## config.mk

```make
export PLATFORM = sky130hd
export DESIGN_NAME = img_cpu_reader_fifo
export DESIGN_NICKNAME = d
export VERILOG_FILES = /design/src/rtl/img_cpu_reader_fifo.sv
export SDC_FILE = /design/constraint.sdc
export NUM_CORES = 1
export LEC_CHECK = 0
export CAP_MARGIN = 5
export CORE_AREA = 3 3 214 164
export DETAILED_ROUTE_END_ITERATION = 10
export DIE_AREA = 0 0 217 167
export PLACE_DENSITY = 0.73
export SLEW_MARGIN = 20
export SYNTH_ARGS = -nofsm -noshare
export SYNTH_HDL_FRONTEND = slang
export SYNTH_SLANG_ARGS = --single-unit
```

## constraint.sdc

```tcl
create_clock -name clk_clk -period 5.7 [get_ports clk_clk]
set_input_delay 1.14 -clock clk_clk [delete_from_list [all_inputs] [get_ports clk_clk]]
set_output_delay 1.14 -clock clk_clk [all_outputs]
set_load 0.02 [all_outputs]
```

## src/rtl/img_cpu_reader_fifo.sv

```systemverilog
// img_cpu_reader_fifo: captures one frame between img_done markers,
// optionally decimates it, and buffers pixels in a FWFT FIFO for the CPU.
// Ports: clk_clk/reset_reset_n (async, active-low); producer side
// pix_rdy/pixel_data/img_done; CPU side start/get_next_pix/decim;
// status pix_rgb_out/pix_valid/cpu_rdy/frame_done/overflow/fifo_level/
// pix_cnt/out_state. Define IMG_READER_DROP_CNT_EN to add drop_cnt.
module img_cpu_reader_fifo #(
  parameter int PIX_W = 24,
  parameter int DEPTH = 16,
  parameter int CNT_W = 32
) (
  input  logic                   clk_clk,
  input  logic                   reset_reset_n,
  input  logic                   pix_rdy,
  input  logic [PIX_W-1:0]       pixel_data,
  input  logic                   img_done,
  input  logic                   start,
  input  logic                   get_next_pix,
  input  logic [3:0]             decim,
  output logic [PIX_W-1:0]       pix_rgb_out,
  output logic                   pix_valid,
  output logic                   cpu_rdy,
  output logic                   frame_done,
  output logic                   overflow,
  output logic [$clog2(DEPTH):0] fifo_level,
  output logic [CNT_W-1:0]       pix_cnt,
`ifdef IMG_READER_DROP_CNT_EN
  output logic [15:0]            drop_cnt,
`endif
  output logic [3:0]             out_state
);

  localparam int AW = $clog2(DEPTH);
  localparam int LW = AW + 1;

  typedef enum logic [3:0] {
    IDLE    = 4'd0,
    ARMED   = 4'd1,
    CAPTURE = 4'd2,
    DRAIN   = 4'd3,
    DONE    = 4'd4
  } state_t;

  state_t           state_q, state_d;
  logic [AW-1:0]    wr_q, wr_d;
  logic [AW-1:0]    rd_q, rd_d;
  logic [LW-1:0]    lvl_q, lvl_d;
  logic [CNT_W-1:0] cnt_q, cnt_d;
  logic             ovf_q, ovf_d;
  logic [3:0]       dcnt_q, dcnt_d;
  logic [3:0]       decim_q, decim_d;
  logic             cpu_rdy_q, done_q;
`ifdef IMG_READER_DROP_CNT_EN
  logic [15:0]      drop_q, drop_d;
`endif

  logic [PIX_W-1:0] mem [DEPTH];

  logic pop, keep, full, push, drop, wen;

  always_comb begin
    state_d = state_q;
    wr_d    = wr_q;
    rd_d    = rd_q;
    lvl_d   = lvl_q;
    cnt_d   = cnt_q;
    ovf_d   = ovf_q;
    dcnt_d  = dcnt_q;
    decim_d = decim_q;
`ifdef IMG_READER_DROP_CNT_EN
    drop_d  = drop_q;
`endif
    pop  = get_next_pix && (lvl_q != '0);
    keep = (state_q == CAPTURE) && pix_rdy
           && (dcnt_q == 4'd0);
    full = (lvl_q == LW'(DEPTH));
    // A pop in the same cycle frees the slot.
    push = keep && (!full || pop);
    drop = keep && full && !pop;
    wen  = push && !start;

    if (start) begin
      // Abort-and-rearm from any state.
      state_d = ARMED;
      wr_d    = '0;
      rd_d    = '0;
      lvl_d   = '0;
      cnt_d   = '0;
      ovf_d   = 1'b0;
      dcnt_d  = 4'd0;
      decim_d = decim;
`ifdef IMG_READER_DROP_CNT_EN
      drop_d  = '0;
`endif
    end else begin
      if (pop)  rd_d = rd_q + AW'(1);
      if (push) wr_d = wr_q + AW'(1);
      lvl_d = lvl_q + LW'(push) - LW'(pop);
      if ((state_q == CAPTURE) && pix_rdy)
        dcnt_d = (dcnt_q == decim_q) ? 4'd0
                                     : dcnt_q + 4'd1;
      if (push && (cnt_q != '1))
        cnt_d = cnt_q + CNT_W'(1);
      if (drop) begin
        ovf_d = 1'b1;
`ifdef IMG_READER_DROP_CNT_EN
        if (drop_q != '1) drop_d = drop_q + 16'd1;
`endif
      end
      unique case (state_q)
        IDLE:    state_d = IDLE;
        ARMED:   if (img_done) state_d = CAPTURE;
        CAPTURE: if (img_done) state_d = DRAIN;
        DRAIN:   if (lvl_q == '0) state_d = DONE;
        DONE:    state_d = DONE;
        default: state_d = IDLE;
      endcase
    end
  end

  always_ff @(posedge clk_clk or negedge reset_reset_n) begin
    if (!reset_reset_n) begin
      state_q   <= IDLE;
      wr_q      <= '0;
      rd_q      <= '0;
      lvl_q     <= '0;
      cnt_q     <= '0;
      ovf_q     <= 1'b0;
      dcnt_q    <= 4'd0;
      decim_q   <= 4'd0;
      cpu_rdy_q <= 1'b0;
      done_q    <= 1'b0;
`ifdef IMG_READER_DROP_CNT_EN
      drop_q    <= '0;
`endif
    end else begin
      state_q   <= state_d;
      wr_q      <= wr_d;
      rd_q      <= rd_d;
      lvl_q     <= lvl_d;
      cnt_q     <= cnt_d;
      ovf_q     <= ovf_d;
      dcnt_q    <= dcnt_d;
      decim_q   <= decim_d;
      cpu_rdy_q <= (state_d == ARMED)
                || (state_d == CAPTURE);
      done_q    <= (state_d == DONE);
`ifdef IMG_READER_DROP_CNT_EN
      drop_q    <= drop_d;
`endif
    end
  end

  // Storage needs no reset; reads are masked while empty.
  always_ff @(posedge clk_clk) begin
    if (wen) mem[wr_q] <= pixel_data;
  end

  assign pix_valid   = (lvl_q != '0);
  assign pix_rgb_out = pix_valid ? mem[rd_q] : '0;
  assign cpu_rdy     = cpu_rdy_q;
  assign frame_done  = done_q;
  assign overflow    = ovf_q;
  assign fifo_level  = lvl_q;
  assign pix_cnt     = cnt_q;
  assign out_state   = state_q;
`ifdef IMG_READER_DROP_CNT_EN
  assign drop_cnt    = drop_q;
`endif

endmodule

```

# --- Yosys cells after proc, flatten, opt, wreduce, memory -nomap -nowiden ---
# Memory sizes are Yosys's and may differ from the RTL's.
# Index checks and enable logic that the tools add are counted.
# Widths: inputs -> output; s select.
word_totals:
  ff_bits: 60
  ramBits: 384
  output_inout_bits: 69
  wordCells: 68
  memories: 1
mem_list:
  columns: ["memory", "depth", "width", "rd", "rd_ports_with_merged_regs", "wr", "line", "rtl"]
  rows:
  - ["mem", 16, 24, 1, 0, 1, "57", "logic [PIX_W-1:0] mem [DEPTH];"]
op_classes:
  add_sub_neg: 6
  n_eq_ne: 10
  n_mux: 20
  n_reduce_logical: 21
ops:
  columns: ["op", "n"]
  rows:
  - ["$mux 32", 2]
  - ["$mux 4", 11]
  - ["$add 32x1->32 const B", 1]
  - ["$ne 32x32->1 const B", 1]
  - ["$mux 24", 1]
  - ["$pmux 4 s4", 1]
  - ["$add 4x1->4 const B", 3]
  - ["$eq 4x2->1 const B", 3]
  - ["$reduce_bool 2->1", 5]
  - ["$eq 4x1->1 const B", 2]
  - ["$eq 4x3->1 const B", 2]
  - ["$logic_and 1x1->1", 8]
  - ["$add 5x1->5", 1]
  - ["$eq 5x5->1 const B", 1]
  - ["$logic_not 5->1", 1]
  - ["$mux 5", 1]
  - ["$reduce_bool 5->1", 1]
  - ["$sub 5x1->5", 1]
  - ["$eq 4x4->1", 1]
  - ["$logic_not 4->1", 1]
  - ["$mux 1", 4]
  - ["$logic_not 1->1", 3]
  - ["$logic_or 1x1->1", 2]

# --- Depth between registers and ports, before layout ---
logic_depth:
  ltp_word: 7
  depth_mapped: 17
  ltp_nobuf: 14

# --- Worst setup path after synthesis ---
# OpenSTA, ideal clock, no wires.
synth_path:
  path_kind: "input -> register"
  from: "input port pix_rdy"
  to: "memory mem[10][0], enable pin"
  setup_time_ns: 0.474
  arrival_time_ns: 4.567
  t_required_ns: 5.226
  path_slack_ns: 0.659
  cell_stages: 6
  path_cell_list: "nand4b_1 > nor4_4 > and2_1 > buf_6 > nand2_1 > nor4b_1"
synth_via:
  elab_chain_cells: 6
synth_rtl:
  columns: ["element", "line", "rtl"]
  rows:
  - ["start: declaration", "14", "input logic pix_rdy,"]
  - ["$logic_and 1x1->1", "74", "keep = (state_q == CAPTURE) && pix_rdy"]
  - ["$logic_and 1x1->1", "75", "&& (dcnt_q == 4'd0);"]
  - ["$logic_and 1x1->1", "78", "push = keep && (!full || pop);"]
  - ["$logic_and 1x1->1", "80", "wen = push && !start;"]
  - ["$mux 1", "156", "if (wen) mem[wr_q] <= pixel_data;"]
  - ["$mux 1 (not written as such)", "156", null]
  - ["end: declaration", "57", null]
# No other way between the ends.

# --- Worst setup path after layout ---
layout_path:
  from: "register rd_q[0]"
  to: "output port pix_rgb_out[0]"
layout_via:
  elab_chain_cells: 2
layout_rtl:
  columns: ["element", "line", "rtl"]
  rows:
  - ["start: declaration", "46", "logic [AW-1:0] rd_q, rd_d;"]
  - ["start signal: assignment", "139", "rd_q <= rd_d;"]
  - ["$mem_v2 16x24", null, null]
  - ["$mux 24", "160", "assign pix_rgb_out = pix_valid ? mem[rd_q] : '0;"]
  - ["end: declaration", "20", "output logic [PIX_W-1:0] pix_rgb_out,"]
# No other way between the ends.

==> metrics.cfg <==
[timing]
layout_setup_ws_ns = 0.952
tightest_slew_ns = 1.16
drv_slew = 0
rsz0062_at_grt = no
period_share_pct = 83.3
skew_ns = 0.0202
relSlewSlack_pct = 23.0
finalSetupViolCount = 0
fin_crit_ns = 4.75
fmax_mhz = 211
tns_ns = 0
finalHoldViolCount = 0

[placement]
gp_routability_congestion = 0.820
place_hpwl_um = 21300
place_ws_ns = 1.35
io_buffers = 102

[yosys]
ys_seq_area_share_pct = 72.1
synth-main-ff-cell = edfxtp_1
ys_seq_elements = 444
synth-edff-count = 384
synthCells = 948
synthArstFlopShare_pct = 13.5
yosys_warnings = 0
synth_cell_types = 51
synth_nets = 997
netlist_area_sq_mm = 0.0181
syn_area_per_cell_sq_um = 19.1

[finish]
final.fill_count = 2324
syn_to_final_growth_pct = 16.4
nNetsFinal = 1119
seq_area_sq_mm = 0.0130
drive_above_1_share_pct = 21.6
multi_input_area_sq_mm = 0.00479

[global_route]
grt_pass1_vias = 9552
gr-usage-all-layers_pct = 21.6
overflow = 0
grt_pass1_wl_um = 59100
antenna_found_initial = 0
grt_max_degree = 66

[cts]
cts_root_buf = clkbuf_16
cts_buffers = 42
cts_resized = 0
cts_num_sinks = 444
cts_max_level = 2
ctsHoldBuffers = 0
clock_latency_ns = 0.55
path_clk_slew_ns = 0.06
cts_buffer_depth = 3
cts_setup_buffers = 0
cts_tree = done

[detailed_routing]
drtPass1Iterations = 5
drtIter0Drc = 1137
wl_per_cell_um = 24.6
ant_nets = 0
drc = 0
drt_wl_total_um = 38200
vias = 9411
viasPerCell = 6.06

[floorplan]
start_util_pct = 54.4
fp.dieH_um = 167
die-area_sq_mm = 0.0362
ios = 103
core_sq_mm = 0.0332
rows = 58
die_w_um = 217

[worst_setup_path]
r2r_start = dcnt_q[0]
crit_path_max_fanout = 35
crit_arrival_ns = 3.61
critPathKind = register to output port
required_ns = 4.56
cp-start-kind = register
cp-startpoint = rd_q[0]
cp-end-kind = output port

[pwr]
power.leakage_nw = 6.69
peakVddDrop_mv = 0.216
power.density_mw_per_mm2 = 381

[run_status]
status = completed

[job]
drv_cap = 0

[worst_hold_path]
hold_start = overflow
hold_path.class = register to register

-- layout by cell type (no fill, tap or decap), types with 8 or more instances in the layout --
cell / netlist / routed
edfxtp_1: 384 / 384
mux4_2: 120 / 120
clkdlybuf4s50_1: 0 / 100
dfrtp_1: 60 / 57
clkbuf_16: 0 / 43
nor2_1: 38 / 34
a21oi_1: 30 / 30
and2_1: 26 / 26
buf_4: 2 / 25
inv_1: 20 / 20
nand3_1: 19 / 19
nand2_1: 18 / 18
nand4_1: 15 / 15
o31ai_1: 15 / 15
clkbuf_1: 31 / 15
or4_1: 14 / 14
o21ai_0: 14 / 14
ha_1: 14 / 14
mux2_2: 12 / 12
nor2b_1: 12 / 12
or3_1: 10 / 10
xnor2_1: 9 / 9
nor3_1: 12 / 8
nor4_1: 8 / 8
-- metrics by stage --
stage / hold WS (ns) / cells / power (mW) / cell area, sq um / util [%]
detailed placement: 0.505 / 1476 / 5.44 / 19700 / 59.4
floorplan: 0.502 / 948 / 4.84 / 18100 / -
global placement: 0.508 / 1476 / 5.42 / 19700 / 59.4
CTS: 0.515 / 1553 / 8.11 / 21000 / 63.3
finish: 0.512 / 1554 / 8.02 / 21100 / 63.3
global route: 0.555 / 1553 / 8.35 / 21000 / 63.3
-- final timing paths --
path	end	slack, ns	cells past startpoint
hold / removal	overflow	0.51	2
min in group asynchronous	pix_cnt[25]	0.76	2
setup / recovery	pix_rgb_out[0]	0.95	5
setup reg to reg	fifo_level[4]	2.28	15
max in group asynchronous	rd_q[0]	4.30	2
hold reg to reg	overflow	0.51	2
-- cells by family (layout without fill, tap and decap cells) --
logic type	Yosys count	in the layout	share of synthesized area, %
AO/OA/AOI/OAI	69	69	2.29
other	1	2	0.0207
AND/OR/NAND/NOR	199	199	6.41
multiplexers	133	133	15.7
adder cells (fa/ha/maj)	15	15	1.08
XOR/XNOR	14	14	0.678
flip-flops	444	444	72.1
buffers and inverters	73	228	1.71
-- per-layer routing --
layer | routed length [um] | global-route usage [%] | part of all wire (%)
met1 | 16800 | 32.5 | 44
met2 | 18700 | 34.4 | 49
met3 | 2290 | 3.19 | 6.0
met4 | 471 | 4.34 | 1.2
met5 | 0 | 0 | 0
-- where the power goes --
| part | leakage [nW] | internal [mW] | switching (mW) | total, mW |
|---|---|---|---|---|
| Combinational | 1.80 | 0.908 | 0.760 | 1.67 |
| Sequential | 4.26 | 3.56 | 0.123 | 3.69 |
| Clock | 0.637 | 1.51 | 1.15 | 2.66 |
| Total | 6.69 | 5.99 | 2.03 | 8.02 |
-- sequential cells by signal (all words and copies together), names as in the netlist --
name / count
overflow: 1
dcnt_q: 4
wr_q: 4
pix_cnt: 32
decim_q: 4
frame_done: 1
fifo_level: 5
mem: 384
rd_q: 4
cpu_rdy: 1
out_state: 4
-- critical path, stage by stage, from the launching register on --
cell	delay, ns
dfrtp_4	0.88
buf_4	0.41
mux4_2	0.54
mux4_2	0.49
and2_1	0.20
clkdlybuf4s50_1	0.54
-- synth_stat cells, drive strengths merged (3+ instances only) --
library cell  instances  share of area, %
xor2                  5              0.24
or3                  10              0.35
nand3                19              0.53
or4                  14              0.58
nor4b                 4              0.28
and2                 26              0.90
nor2                 38              0.79
and4                  3              0.15
xnor2                 9              0.44
o31ai                15              0.62
nor3                 12              0.33
clkbuf               32              0.67
and3                  6              0.21
nand4b                4              0.19
buf                  20              0.59
ha                   14              0.97
mux4                120                15
mux2                 12              0.75
dfrtp                60               8.3
nor2b                12              0.42
a21oi                30              0.83
inv                  21              0.45
o21ai                14              0.39
edfxtp              384                64
nor4                  9              0.39
nand4                15              0.52
nand2                18              0.37
-- layout make-up --
type                            instances  area share, %
Multi-Input combinational cell        431           22.8
Clock inverter                         17          0.725
Antenna cell                            1         0.0119
Timing Repair Buffer                  130           5.98
Tap cell                              450           2.67
Clock buffer                           60           5.51
Sequential cell                       444           62.0
Inverter                               21          0.386
Power figures use the tool's default switching activity.
